$ cat config.mk
export PLATFORM = sky130hd
export DESIGN_NAME = axil_mem_port_master
export DESIGN_NICKNAME = d
export VERILOG_FILES = /design/src/rtl/axil_mem_port_master_pkg.sv /design/src/rtl/axil_wr_capture.sv /design/src/rtl/axil_mem_port_master.sv
export SDC_FILE = /design/constraint.sdc
export NUM_CORES = 1
export LEC_CHECK = 0
export BUFFER_PORTS_ARGS = -buffer_cell sky130_fd_sc_hd__buf_2
export CAP_MARGIN = 40
export CORE_MARGIN = 2
export CORE_UTILIZATION = 33
export DETAILED_ROUTE_END_ITERATION = 10
export PLACE_DENSITY = 0.52
export SETUP_SLACK_MARGIN = 0.3
export SYNTH_ARGS = -nofsm -noshare
export SYNTH_HDL_FRONTEND = slang
export SYNTH_SLANG_ARGS = --single-unit
$ cat constraint.sdc
create_clock -name i_clk -period 4.7 [get_ports i_clk]
set_input_delay 0 -clock i_clk [delete_from_list [all_inputs] [get_ports i_clk]]
set_output_delay 0 -clock i_clk [all_outputs]
set_load 0.02 [all_outputs]
$ cat src/rtl/axil_mem_port_master_pkg.sv
// Shared definitions for the AXI4-Lite to memory-port bridge.
// MMIO word addresses are shared with firmware and the memory wrapper.
package axil_mem_port_master_pkg;

    localparam logic [1:0] RESP_OKAY = 2'b00;

    localparam logic [9:0] MMIO_MATCH   = 10'h200;
    localparam logic [9:0] MMIO_PASS    = 10'h201;
    localparam logic [9:0] MMIO_FILTER  = 10'h202;
    localparam logic [9:0] MMIO_PWM     = 10'h203;
    localparam logic [9:0] MMIO_CNT_RST = 10'h204;
    localparam logic [9:0] MMIO_CORE_RST = 10'h205;

    typedef enum logic [2:0] {
        S_IDLE,
        S_WR_ISSUE,
        S_WR_RESP,
        S_RD_ISSUE,
        S_RD_WAIT,
        S_RD_RESP
    } state_t;

endpackage

$ cat src/rtl/axil_wr_capture.sv
// Independent AW/W holding registers with ready generation.
// o_complete also counts handshakes happening this cycle.
module axil_wr_capture
    import axil_mem_port_master_pkg::*;
#(
    parameter int DATA_WIDTH = 32,
    parameter int ADDR_WIDTH = 10,
    parameter int STRB_WIDTH = 4
) (
    input  logic                  i_clk,
    input  logic                  i_rst,
    input  logic                  i_en,
    input  logic                  i_clr,
    input  logic [ADDR_WIDTH-1:0] i_awaddr,
    input  logic                  i_awvalid,
    output logic                  o_awready,
    input  logic [DATA_WIDTH-1:0] i_wdata,
    input  logic [STRB_WIDTH-1:0] i_wstrb,
    input  logic                  i_wvalid,
    output logic                  o_wready,
    output logic                  o_empty,
    output logic                  o_complete,
    output logic [ADDR_WIDTH-1:0] o_addr,
    output logic [DATA_WIDTH-1:0] o_data,
    output logic [STRB_WIDTH-1:0] o_strb
);

    logic                  r_aw_full;
    logic                  r_w_full;
    logic [ADDR_WIDTH-1:0] r_addr;
    logic [DATA_WIDTH-1:0] r_data;
    logic [STRB_WIDTH-1:0] r_strb;
    logic                  w_aw_hs;
    logic                  w_w_hs;

    assign o_awready = i_en & ~r_aw_full;
    assign o_wready  = i_en & ~r_w_full;
    assign w_aw_hs   = i_awvalid & o_awready;
    assign w_w_hs    = i_wvalid & o_wready;

    always_ff @(posedge i_clk or posedge i_rst) begin
        if (i_rst) begin
            r_aw_full <= 1'b0;
            r_w_full  <= 1'b0;
            r_addr    <= '0;
            r_data    <= '0;
            r_strb    <= '0;
        end else if (i_clr) begin
            r_aw_full <= 1'b0;
            r_w_full  <= 1'b0;
        end else begin
            if (w_aw_hs) begin
                r_aw_full <= 1'b1;
                r_addr    <= i_awaddr;
            end
            if (w_w_hs) begin
                r_w_full <= 1'b1;
                r_data   <= i_wdata;
                r_strb   <= i_wstrb;
            end
        end
    end

    assign o_empty    = ~r_aw_full & ~r_w_full;
    assign o_complete = (r_aw_full | w_aw_hs) & (r_w_full | w_w_hs);
    assign o_addr     = r_aw_full ? r_addr : i_awaddr;
    assign o_data     = r_w_full ? r_data : i_wdata;
    assign o_strb     = r_w_full ? r_strb : i_wstrb;

endmodule

$ cat src/rtl/axil_mem_port_master.sv
// AXI4-Lite slave driving one initiator port of the data-memory wrapper.
// Address is held through the read window since MMIO reads decode it live.
module axil_mem_port_master
    import axil_mem_port_master_pkg::*;
#(
    parameter int DATA_WIDTH   = 32,
    parameter int ADDR_WIDTH   = 10,
    parameter int BYTE_WIDTH   = 8,
    parameter int READ_LATENCY = 1
) (
    input  logic                             i_clk,
    input  logic                             i_rst,
    input  logic [ADDR_WIDTH+1:0]            i_s_awaddr,
    input  logic                             i_s_awvalid,
    output logic                             o_s_awready,
    input  logic [DATA_WIDTH-1:0]            i_s_wdata,
    input  logic [DATA_WIDTH/BYTE_WIDTH-1:0] i_s_wstrb,
    input  logic                             i_s_wvalid,
    output logic                             o_s_wready,
    output logic [1:0]                       o_s_bresp,
    output logic                             o_s_bvalid,
    input  logic                             i_s_bready,
    input  logic [ADDR_WIDTH+1:0]            i_s_araddr,
    input  logic                             i_s_arvalid,
    output logic                             o_s_arready,
    output logic [DATA_WIDTH-1:0]            o_s_rdata,
    output logic [1:0]                       o_s_rresp,
    output logic                             o_s_rvalid,
    input  logic                             i_s_rready,
    output logic                             o_m_ce,
    output logic [DATA_WIDTH/BYTE_WIDTH-1:0] o_m_we,
    output logic [ADDR_WIDTH-1:0]            o_m_addr,
    output logic [DATA_WIDTH-1:0]            o_m_data_out,
    input  logic [DATA_WIDTH-1:0]            i_m_data_in
);

    localparam int SW = DATA_WIDTH / BYTE_WIDTH;
    localparam logic [1:0] LAST_CNT = 2'(READ_LATENCY - 1);

    state_t                r_state;
    state_t                w_next;
    logic                  r_prio_rd;
    logic [1:0]            r_cnt;
    logic [ADDR_WIDTH-1:0] r_m_addr;
    logic [DATA_WIDTH-1:0] r_m_data;
    logic [DATA_WIDTH-1:0] r_rdata;

    logic                  w_idle;
    logic                  w_empty;
    logic                  w_wr_go;
    logic                  w_clr;
    logic                  w_ar_hs;
    logic                  w_contend;
    logic                  w_rd_last;
    logic [ADDR_WIDTH-1:0] w_wr_addr;
    logic [DATA_WIDTH-1:0] w_wr_data;
    logic [SW-1:0]         w_wr_strb;
    logic                  w_unused;

    assign w_unused = ^{i_s_awaddr[1:0], i_s_araddr[1:0]};

    // Readies stay low while reset is held, not just after the first edge.
    assign w_idle = (r_state == S_IDLE) & ~i_rst;
    assign w_clr  = (r_state == S_WR_RESP) & i_s_bready;

    axil_wr_capture #(
        .DATA_WIDTH (DATA_WIDTH),
        .ADDR_WIDTH (ADDR_WIDTH),
        .STRB_WIDTH (SW)
    ) u_wr_capture (
        .i_clk      (i_clk),
        .i_rst      (i_rst),
        .i_en       (w_idle),
        .i_clr      (w_clr),
        .i_awaddr   (i_s_awaddr[ADDR_WIDTH+1:2]),
        .i_awvalid  (i_s_awvalid),
        .o_awready  (o_s_awready),
        .i_wdata    (i_s_wdata),
        .i_wstrb    (i_s_wstrb),
        .i_wvalid   (i_s_wvalid),
        .o_wready   (o_s_wready),
        .o_empty    (w_empty),
        .o_complete (w_wr_go),
        .o_addr     (w_wr_addr),
        .o_data     (w_wr_data),
        .o_strb     (w_wr_strb)
    );

    assign o_s_arready = w_idle & w_empty & (~w_wr_go | r_prio_rd);
    assign w_ar_hs     = i_s_arvalid & o_s_arready;
    assign w_contend   = w_idle & w_empty & w_wr_go & i_s_arvalid;
    assign w_rd_last   = (r_cnt == LAST_CNT);

    always_ff @(posedge i_clk or posedge i_rst) begin
        if (i_rst) r_state <= S_IDLE;
        else       r_state <= w_next;
    end

    always_comb begin
        w_next = r_state;
        unique case (r_state)
            S_IDLE: begin
                if (w_ar_hs)      w_next = S_RD_ISSUE;
                else if (w_wr_go) w_next = S_WR_ISSUE;
            end
            S_WR_ISSUE: w_next = S_WR_RESP;
            S_WR_RESP:  if (i_s_bready) w_next = S_IDLE;
            S_RD_ISSUE: w_next = S_RD_WAIT;
            S_RD_WAIT:  if (w_rd_last) w_next = S_RD_RESP;
            S_RD_RESP:  if (i_s_rready) w_next = S_IDLE;
            default:    w_next = S_IDLE;
        endcase
    end

    always_comb begin
        o_m_ce     = 1'b0;
        o_m_we     = '0;
        o_s_bvalid = 1'b0;
        o_s_rvalid = 1'b0;
        unique case (r_state)
            S_WR_ISSUE: begin
                o_m_ce = 1'b1;
                o_m_we = w_wr_strb;
            end
            S_RD_ISSUE: o_m_ce     = 1'b1;
            S_WR_RESP:  o_s_bvalid = 1'b1;
            S_RD_RESP:  o_s_rvalid = 1'b1;
            default:    o_m_ce     = 1'b0;
        endcase
    end

    always_ff @(posedge i_clk or posedge i_rst) begin
        if (i_rst) begin
            r_prio_rd <= 1'b0;
            r_cnt     <= '0;
            r_m_addr  <= '0;
            r_m_data  <= '0;
            r_rdata   <= '0;
        end else begin
            if (r_state == S_IDLE) begin
                if (w_ar_hs) begin
                    r_m_addr <= i_s_araddr[ADDR_WIDTH+1:2];
                end else if (w_wr_go) begin
                    r_m_addr <= w_wr_addr;
                    r_m_data <= w_wr_data;
                end
                if (w_contend) r_prio_rd <= ~r_prio_rd;
            end
            if (r_state == S_RD_ISSUE)     r_cnt <= '0;
            else if (r_state == S_RD_WAIT) r_cnt <= r_cnt + 2'd1;
            if (r_state == S_RD_WAIT && w_rd_last) r_rdata <= i_m_data_in;
        end
    end

    assign o_m_addr     = r_m_addr;
    assign o_m_data_out = r_m_data;
    assign o_s_rdata    = r_rdata;
    assign o_s_bresp    = RESP_OKAY;
    assign o_s_rresp    = RESP_OKAY;

endmodule

==> flow_metrics.env, run 1 <==
export IMPL_p_total_w=0.00591
export IMPL_cts_sinks=128
export IMPL_cts_buffers_inserted=17
export IMPL_areaGrowthSynthToFinish_pct=46.9
export IMPL_fp_dieArea_um2=18900
export IMPL_dp_hpwl_um=9070
export IMPL_crit_buf_inv=1
export IMPL_synth_area_um2=5870
export IMPL_wl_per_cell_um=14.8
export IMPL_drcViolationCount=0
export IMPL_cp_slowest_stage_delay_ps=690
export IMPL_regArea_um2=3200
export IMPL_routabilityCongestion=0.711
export IMPL_avgSynthCellArea_um2=14.3
export IMPL_design_core_area_um2=17400
export IMPL_drtIter0Drc=72
export IMPL_grt_max_degree=54
export IMPL_drv_cap=0
export IMPL_vias_per_cell=4.59
export IMPL_setup_viol=0
export IMPL_max_slew_margin_rel=0.437
export IMPL_critPathSlowestCell="dfrtp_1"
export IMPL_ys_ff_latch=128
export IMPL_cp_cell_sequence="nor2b_1, a211oi_2, o211ai_1, o221ai_1, dlygate4sd3_1"
export IMPL_whs_ps=162
export IMPL_syn_instance_count=410
export IMPL_rsz0062_at_grt="no"
export IMPL_power_density_nw_per_um2=685
export IMPL_placed_area_um2=6950
export IMPL_clock_path_buffers=2
export IMPL_die_w_um=137
export IMPL_crit_path_start_kind="flop"
export IMPL_grtUsageTotal=0.150
export IMPL_initial_core_util=0.338
export IMPL_status="complete, no violations"
export IMPL_die_h_um=137
export IMPL_crit_family="compound AO/OA/AOI/OAI gates"
export IMPL_ant_nets=0
export IMPL_worstPathArrival_ps=3100
export IMPL_diodes=0
export IMPL_routed_wl_um=13800
export IMPL_clock_latency_ps=410
export IMPL_rows=48
export IMPL_async_flop_share=1.00
export IMPL_synthDistinctLibCells=45
export IMPL_port_buffer_count=178
export IMPL_ir_worst_vdd_uv=289
export IMPL_power_leakage_nw=4.07
export IMPL_hold_violations=0
export IMPL_synth_edf_count=0
export IMPL_multi_input_area_um2=2440
export IMPL_fin_worst_skew_ps=10.0
export IMPL_drtPass1Iterations=4
export IMPL_path_clk_slew_ps=60
export IMPL_grt_pass1_vias=4596
export IMPL_synth_main_ff_cell="dfrtp_1"
export IMPL_nNetsFinal=795
export IMPL_io_pins=187
export IMPL_finalCritPeriodShare=0.598
export IMPL_vias=4281
export IMPL_tns_ps=0
export IMPL_worst_slew_pin_slew_ps=841
export IMPL_drive_gt1_frac=0.518
export IMPL_fin_crit_ps=2810
export IMPL_cp_max_fo=19
export IMPL_final_util=0.497
export IMPL_globalRouteOverflowTotal=0
export IMPL_ys_warn_count=0
export IMPL_grt_pass1_wl_um=22000
export IMPL_hp_class="input port to asynchronous set/reset pin"
export IMPL_cts_tree="built"
export IMPL_maxSlewViolCount=0
export IMPL_path_class="flop to flop"
export IMPL_root_buffer="clkbuf_16"
export IMPL_n_fill_cell=1561
export IMPL_post_cts_buffers=0
export IMPL_yosysSeqAreaShare=0.546
export IMPL_clock_fmax_mhz=356
export IMPL_finalInstanceArea_um2=8620
export IMPL_worstPathRequired_ps=4990
export IMPL_end_kind="flop"
export IMPL_antenna_found_initial=0
export IMPL_h_tree_depth=4
## layer usage
layer	GRT usage	up-vias	wire length, um
met5	0	-	0
met4	0.0538	0	179
met3	0.0489	13	1020
met2	0.259	156	6670
met1	0.174	2078	5930
li1	-	2034	-
## cell type report
| class | instances | area share |
|---|---|---|
| multi-input combinational | 244 | 0.283 |
| tap | 225 | 0.0326 |
| sequential | 128 | 0.372 |
| inverter | 15 | 0.00682 |
| clock inverter | 12 | 0.0210 |
| clock buffer | 20 | 0.0530 |
| timing repair buffer | 289 | 0.232 |
## placed cells by master, fill, tap and decap left out, drive strengths merged, types with 3 or more instances in the layout
cell           n
bufinv         4
inv           17
nand2         15
mux2         142
mux2i         14
nor2           9
clkinv         5
dlygate4sd3  104
buf          185
o221ai        10
nand2b         6
a21oi         10
nor4           4
nor2b          3
conb           4
nor3           5
clkbuf        20
dfrtp        128
## state kept, by name, summed over array words and instances, names as in the netlist
signal and count:
o_m_addr 10, o_m_data_out 32, o_s_rdata 32, r_cnt 2, r_prio_rd 1, r_state 3, u_wr_capture.r_addr 10, u_wr_capture.r_aw_full 1
u_wr_capture.r_data 32, u_wr_capture.r_strb 4, u_wr_capture.r_w_full 1
## cells by family (layout without fill, tap and decap cells)
kind of cell	Yosys count	count (layout)	share of synthesized area
flip-flops	128	128	0.546
AO/OA/AOI/OAI	30	30	0.0382
other	1	4	0.000639
XOR/XNOR	1	1	0.00277
multiplexers	156	156	0.314
AND/OR/NAND/NOR	52	52	0.0546
buffers and inverters	41	336	0.0424
adder cells (fa/ha/maj)	1	1	0.00213
## repair_timing
| item | CTS | global route |
|---|---|---|
| hold buffers | 104 | 0 |
| resized for setup | 0 | 0 |
| endpoints found under the hold margin | 158 | 0 |
## cells in the mapped netlist, types with 2 or more instances
cell,n,share of area
nor4_1,3,0.0032
mux2i_1,14,0.024
mux2_2,112,0.21
inv_1,15,0.0096
nor2_1,8,0.0051
clkbuf_1,7,0.0045
a21oi_1,10,0.0085
nor3_1,4,0.0034
buf_4,4,0.0051
and3b_1,2,0.0030
nor2b_1,3,0.0032
mux2_4,27,0.069
buf_2,7,0.0060
mux2_1,3,0.0058
o221ai_1,10,0.015
buf_1,2,0.0013
o21ai_0,2,0.0017
buf_6,3,0.0058
nand2b_1,6,0.0064
dfrtp_1,128,0.55
nand2_1,14,0.0090
buf_12,3,0.010
## worst min-delay path, cell delays in order
cell and delay, ps:
dlygate4sd3_1 530, buf_2 150, inv_4 320
## path summary, 6_finish.rpt
check	startpoint	cells after the start	end	slack (ps)
min reg2reg	o_m_data_out[26]$_DFFE_PP0P_	1	o_m_data_out[26]$_DFFE_PP0P_	490
max reg2reg	u_wr_capture.r_aw_full$_DFFE_PP0P_	5	o_m_addr[4]$_DFFE_PP0P_	1890
max	u_wr_capture.r_aw_full$_DFFE_PP0P_	5	o_m_addr[4]$_DFFE_PP0P_	1890
max in group asynchronous	i_rst	5	r_cnt[0]$_DFFE_PP0P_	3210
min	i_rst	3	o_s_rdata[11]$_DFFE_PP0P_	160
min in group i_clk	i_s_wvalid	5	r_state[0]$_DFFE_PP0P_	230
## report_power, final
part           internal [W]  switching [W]
Clock              0.000920       0.000492
Sequential          0.00165       0.000366
Combinational       0.00131        0.00117
## per-stage QoR
stage          setup WS (ps)  cells
2_1_floorplan            911    413
3_5_place_dp            1920    797
4_1_cts                 1920    933
3_3_place_gp            1940    795
6_report                1890    933
5_1_grt                 1690    933
No activity file was read; power rests on OpenSTA's default activity.
==> run 2, diff against run 1 <==
- ABC_AREA: not set -> 1
- clock period: 4.7 -> 2.6 ns (I/O delays scaled with it)
==> run 2 against run 1 <==
Sequential power rose by 71%. Worst hold slack got worse by 140 ps. Largest power group unchanged. First-iteration DRC count rose to 2.6 times the previous value. Largest cell class unchanged. Clock power rose by 75%. Wire length rose by 7.5%. Combinational power rose by 56%. Setup slack got worse by 1400 ps.
==> flow_metrics.env, run 2 <==
export IMPL_swShare=0.394
export IMPL_rsz0062_at_grt="no"
export IMPL_intPower_w=0.00594
export IMPL_ys_warn_count=0
export IMPL_grt_pass1_vias=4948
export IMPL_cts_buffers_inserted=17
export IMPL_path_clk_slew_ps=60
export IMPL_vias_per_cell=4.47
export IMPL_clock_fmax_mhz=475
export IMPL_worstPathArrival_ps=2420
export IMPL_synth_area_um2=5740
export IMPL_yosysMostFrequentCell="nand2_1"
export IMPL_drtIter0Drc=184
export IMPL_cts_tree="built"
export IMPL_cts_sinks=128
export IMPL_grt_pass1_wl_um=23900
export IMPL_die_h_um=136
export IMPL_syn_instance_count=627
export IMPL_final_cell_mix="nand2_1 (191), buf_2 (178), dfrtp_1 (127)"
export IMPL_design_core_area_um2=17100
export IMPL_grt_use_met3=0.0485
export IMPL_worstPathRequired_ps=2920
export IMPL_min_delay_start="i_s_awvalid"
export IMPL_final_common_cell="nand2_1"
export IMPL_synth_top_area_frac=0.558
export IMPL_power_density_nw_per_um2=1170
export IMPL_hp_class="input port to flop"
export IMPL_post_cts_buffers=0
export IMPL_min_to="u_wr_capture.r_aw_full$_DFFE_PP0P_"
export IMPL_final_util=0.488
export IMPL_fin_worst_skew_ps=9.23
export IMPL_ys_ff_latch=128
export IMPL_drcViolationCount=0
export IMPL_globalRouteOverflowTotal=0
export IMPL_crit_path_start_kind="flop"
export IMPL_die_w_um=136
export IMPL_drtPass1Iterations=4
export IMPL_grtUsageMet1=0.200
export IMPL_reg2reg_depth=9
export IMPL_h_tree_depth=4
export IMPL_synthTopCellsByArea="dfrtp_1 (56%), nand2_1 (13%), o21ai_0 (6.5%)"
export IMPL_synth_edf_count=0
export IMPL_maxSlewViolCount=0
export IMPL_dp_hpwl_um=9660
export IMPL_avgSynthCellArea_um2=9.15
export IMPL_hold_violations=0
export IMPL_rr_endpoint="o_m_data_out[23]$_DFFE_PP0P_"
export IMPL_top_usage_layer="met2"
export IMPL_port_buffer_count=178
export IMPL_initial_core_util=0.335
export IMPL_reg2reg_from="r_state[0]$_DFFE_PP0P_"
export IMPL_whs_ps=23.0
export IMPL_synth_commonest_cells="nand2_1 (191), dfrtp_1 (128), o21ai_0 (75), inv_1 (61), o21ai_1 (42)"
export IMPL_yosysTopAreaCell="dfrtp_1"
export IMPL_ant_nets=0
export IMPL_clkPwrFrac=0.252
export IMPL_whs_path_depth=5
export IMPL_grtUsageTotal=0.163
export IMPL_clock_latency_ps=410
export IMPL_clock_path_buffers=2
export IMPL_ir_worst_vdd_uv=716
export IMPL_root_buffer="clkbuf_16"
export IMPL_nNetsFinal=990
export IMPL_power_frac_seq=0.353
export IMPL_io_pins=187
export IMPL_grt_max_degree=69
export IMPL_antenna_found_initial=0
export IMPL_rrSetupSlack_ps=500
export IMPL_async_flop_share=1.00
export IMPL_diodes=0
export IMPL_setup_viol=0
export IMPL_routabilityCongestion=0.744
export IMPL_rows=48
export IMPL_path_class="flop to flop"
export IMPL_areaGrowthSynthToFinish_pct=45.7
export IMPL_power_frac_comb=0.395
export IMPL_yosysSeqAreaShare=0.558
export IMPL_cp_max_fo=32
export IMPL_power_leakage_nw=4.33
export IMPL_end_kind="flop"
export IMPL_fin_crit_ps=2100
export IMPL_max_slew_margin_rel=0.579
export IMPL_finalCritPeriodShare=0.809
export IMPL_fp_dieArea_um2=18500
export IMPL_worst_slew_pin_slew_ps=631
export IMPL_p_sw_w=0.00386
export IMPL_vias=5045
export IMPL_routed_wl_um=14800
export IMPL_synth_main_ff_cell="dfrtp_1"
export IMPL_status="complete, no violations"
export IMPL_drive_gt1_frac=0.289
export IMPL_synthDistinctLibCells=29
export IMPL_wl_per_cell_um=13.2
export IMPL_grt_use_met2=0.276
export IMPL_drv_cap=0
run 2: critical path, stage by stage, from the launching register on:
cell and delay, ps:
dfrtp_1 410, nor2_4 210, nand3_4 130, inv_2 100
nand2_4 70, nor2_4 270, nand3_4 300, nand2_8 310
nand2_1 80, o21ai_1 100
run 2: how the worst max path moves through the flow:
stage	start	end	cells past startpoint	slack, ps
after floorplan	i_rst	r_state[0]$_DFFE_PP0P_	10	-480
after global placement	u_wr_capture.r_aw_full$_DFFE_PP0P_	o_m_data_out[29]$_DFFE_PP0P_	6	470
after detailed placement	u_wr_capture.r_aw_full$_DFFE_PP0P_	o_m_data_out[23]$_DFFE_PP0P_	6	380
after CTS	u_wr_capture.r_aw_full$_DFFE_PP0P_	o_m_data_out[23]$_DFFE_PP0P_	6	400
after global routing	r_state[0]$_DFFE_PP0P_	o_m_data_out[25]$_DFFE_PP0P_	9	320
final	r_state[0]$_DFFE_PP0P_	o_m_data_out[23]$_DFFE_PP0P_	9	500
run 2: what timing repair did:
item | in CTS | in global routing
gates resized for setup | 0 | 2
endpoints found under the setup margin | 0 | 32
hold buffers | 91 | 0
hold endpoints to repair | 173 | 0
run 2: stage by stage:
stage / instances / cell area [um2] / total power [W] / setup WS, ps / setup TNS, ps
3_5_place_dp: 1004 / 6800 / 0.00724 / 378 / 0
6_report: 1128 / 8360 / 0.00980 / 497 / 0
5_1_grt: 1128 / 8360 / 0.0106 / 324 / 0
3_3_place_gp: 1002 / 6760 / 0.00711 / 475 / 0
2_1_floorplan: 630 / 5850 / 0.00620 / -477 / -38950
4_1_cts: 1127 / 8330 / 0.00988 / 402 / 0
run 2: area by class of cell:
cell class | instances | area [um2]
inverter | 66 | 251
clock inverter | 12 | 158
tap | 225 | 282
clock buffer | 20 | 467
sequential | 128 | 3200
fill | 1638 | 8760
multi-input combinational | 400 | 2110
timing repair buffer | 277 | 1890
run 2: cell families (layout without fill, tap and decap cells):
kind of cell    count (synthesis)  after routing  share of synthesized area
mux                            32             32                     0.0628
other cells                     1              4                   0.000654
xor+xnor                        1              1                    0.00153
flops                         128            128                      0.558
compound gates                127            127                      0.116
buf+inv                       103            375                     0.0809
fa+ha+maj                       1              1                    0.00218
simple gates                  234            235                      0.177
run 2: per-layer routing:
| metal | vias to the layer above | share of wire |
|---|---|---|
| li1 | 2554 | - |
| met1 | 2330 | 0.44 |
| met2 | 146 | 0.49 |
| met3 | 15 | 0.063 |
| met4 | 0 | 0.011 |
| met5 | - | 0 |
run 2: power by group through the flow:
| stage | sequential, W | combinational [W] | clock (W) |
|---|---|---|---|
| after floorplan | 0.00404 | 0.00216 | 0 |
| after global routing | 0.00358 | 0.00434 | 0.00264 |
| after global placement | 0.00343 | 0.00368 | 0 |
| final | 0.00346 | 0.00387 | 0.00247 |
| after detailed placement | 0.00347 | 0.00377 | 0 |
| after CTS | 0.00346 | 0.00388 | 0.00254 |
==> run 3, diff against run 2 <==
- ABC_AREA: 1 -> 0
- PLACE_DENSITY: 0.52 -> 0.54
- clock period: 2.6 -> 1.8 ns (I/O delays scaled with it)
==> run 3 against run 2 <==
The run now ends with setup timing left. Combinational power rose by 130%. Wire length increased by 11%. Clock power grew 36%. Power increased by 79%. Worst hold slack improved by 49 ps. Sequential cell count is the same. Maximum frequency rose by 9.6%. Die area increased by 2.3%.
==> flow_metrics.env, run 3 (synthesized netlist as in run 1, its figures left out) <==
export IMPL_drcViolationCount=0
export IMPL_ant_nets=0
export IMPL_grt_max_degree=79
export IMPL_drtPass1Iterations=4
export IMPL_nNetsFinal=850
export IMPL_p_total_w=0.0175
export IMPL_status="complete, but fails checks"
export IMPL_root_buffer="clkbuf_16"
export IMPL_fp_dieArea_um2=18900
export IMPL_worstPathArrival_ps=2210
export IMPL_port_buffer_count=178
export IMPL_setup_viol=93
export IMPL_design_core_area_um2=17400
export IMPL_clock_latency_ps=410
export IMPL_critPathSlowestCell="or3_4"
export IMPL_grt_pass1_vias=4899
export IMPL_antenna_found_initial=0
export IMPL_hp_class="input port to flop"
export IMPL_wl_per_cell_um=16.7
export IMPL_drv_cap=0
export IMPL_vias_per_cell=4.56
export IMPL_routabilityCongestion=0.762
export IMPL_crit_path_start_kind="flop"
export IMPL_diodes=0
export IMPL_vias=4504
export IMPL_tns_ps=-7580
export IMPL_drive_gt1_frac=0.606
export IMPL_die_w_um=137
export IMPL_finalCritPeriodShare=1.07
export IMPL_die_h_um=137
export IMPL_areaGrowthSynthToFinish_pct=67.2
export IMPL_fin_crit_ps=1920
export IMPL_fin_worst_skew_ps=8.24
export IMPL_globalRouteOverflowTotal=0
export IMPL_power_density_nw_per_um2=1780
export IMPL_cp_cell_sequence="or3_4, buf_6, nor3_4, buf_6, clkbuf_16, mux2_4"
export IMPL_path_clk_slew_ps=60
export IMPL_cts_sinks=128
export IMPL_failed_checks="setup timing"
export IMPL_io_pins=187
export IMPL_rsz0062_at_grt="yes"
export IMPL_drtIter0Drc=123
export IMPL_cts_buffers_inserted=17
export IMPL_cp_max_fo=6
export IMPL_grt_pass1_wl_um=25200
export IMPL_path_class="flop to flop"
export IMPL_ir_worst_vdd_uv=721
export IMPL_hold_violations=0
export IMPL_cts_tree="built"
export IMPL_clock_fmax_mhz=521
export IMPL_final_cell_mix="buf_2 (171), dfrtp_1 (127), mux2_4 (100)"
export IMPL_worstPathRequired_ps=2090
export IMPL_routed_wl_um=16400
export IMPL_setup_ws_ps=-120
export IMPL_end_kind="flop"
export IMPL_grtUsageTotal=0.174
export IMPL_clock_path_buffers=2
export IMPL_initial_core_util=0.338
export IMPL_dp_hpwl_um=9930
export IMPL_rows=48
export IMPL_whs_ps=72.4
export IMPL_h_tree_depth=4
export IMPL_maxSlewViolCount=0
export IMPL_n_fill_cell=1428
export IMPL_power_leakage_nw=4.66
export IMPL_cp_common_cell="buf_6"
export IMPL_cp_slowest_stage_delay_ps=420
export IMPL_final_common_cell="buf_2"
run 3: changes by cell type in the layout (fill, tap and decap cells not counted), sizes merged, moves of 10 or more:
cell,before,now
nand3,18,1
inv,66,14
nand4,11,1
o21ai,120,2
nand2,196,16
buf,186,244
o221ai,0,10
mux2i,0,14
mux2,32,142
run 3: critical path, delay by kind of cell (launching register included):
family                 cells  cell delay, ps
and+or+nand+nor            2             640
DFF                        1             400
buffers and inverters      3             460
muxes                      1             290
run 3: stage by stage:
step | utilization | cell area (um2) | setup WS [ps] | std cells
2_1_floorplan | - | 6250 | -902 | 413
4_1_cts | 0.540 | 9370 | -126 | 964
5_1_grt | 0.566 | 9820 | -179 | 987
3_3_place_gp | 0.434 | 7540 | -157 | 824
3_5_place_dp | 0.434 | 7540 | -176 | 824
6_report | 0.566 | 9820 | -120 | 987
run 3: path summary, 6_finish.rpt:
kind,startpoint,end,slack (ps),cells after the start
setup / recovery,r_state[1]$_DFFE_PP0P_,u_wr_capture.r_strb[1]$_DFFE_PP0P_,-120,6
hold / removal,i_s_awvalid,r_prio_rd$_DFFE_PP0P_,70,4
setup reg to reg,r_state[1]$_DFFE_PP0P_,u_wr_capture.r_strb[1]$_DFFE_PP0P_,-120,6
hold reg to reg,o_s_rdata[12]$_DFFE_PP0P_,o_s_rdata[12]$_DFFE_PP0P_,500,1
max in group asynchronous,i_rst,u_wr_capture.r_w_full$_DFFE_PP0P_,1030,4
min in group asynchronous,i_rst,o_m_data_out[20]$_DFFE_PP0P_,360,4
run 3: repair_timing:
item,CTS,global route
hold buffers,93,0
resized for setup,28,47
pin swaps,7,7
hold endpoints to repair,253,0
endpoints found under the setup margin,130,131
setup buffers,10,18
gates cloned,6,5
run 3: cell type report:
| class | instances | area (um2) | area share |
|---|---|---|---|
| clock buffer | 20 | 457 | 0.0465 |
| clock inverter | 11 | 115 | 0.0117 |
| inverter | 15 | 60.1 | 0.00612 |
| multi-input combinational | 245 | 2950 | 0.300 |
| sequential | 128 | 3200 | 0.326 |
| tap | 225 | 282 | 0.0287 |
| timing repair buffer | 343 | 2750 | 0.280 |
run 3: layer usage:
| layer | wire length, um | vias to the layer above | track usage |
|---|---|---|---|
| met2 | 8280 | 102 | 0.287 |
| met4 | 261 | 0 | 0.0687 |
| met1 | 7280 | 2252 | 0.219 |
| li1 | - | 2130 | - |
| met3 | 615 | 20 | 0.0449 |
| met5 | 0 | - | 0 |
run 3: power breakdown:
group	total [W]	internal, W	switching (W)	leakage (nW)
clock	0.00336	0.00209	0.00127	0.285
combinational	0.00900	0.00507	0.00393	2.82
sequential	0.00516	0.00433	0.000836	1.56
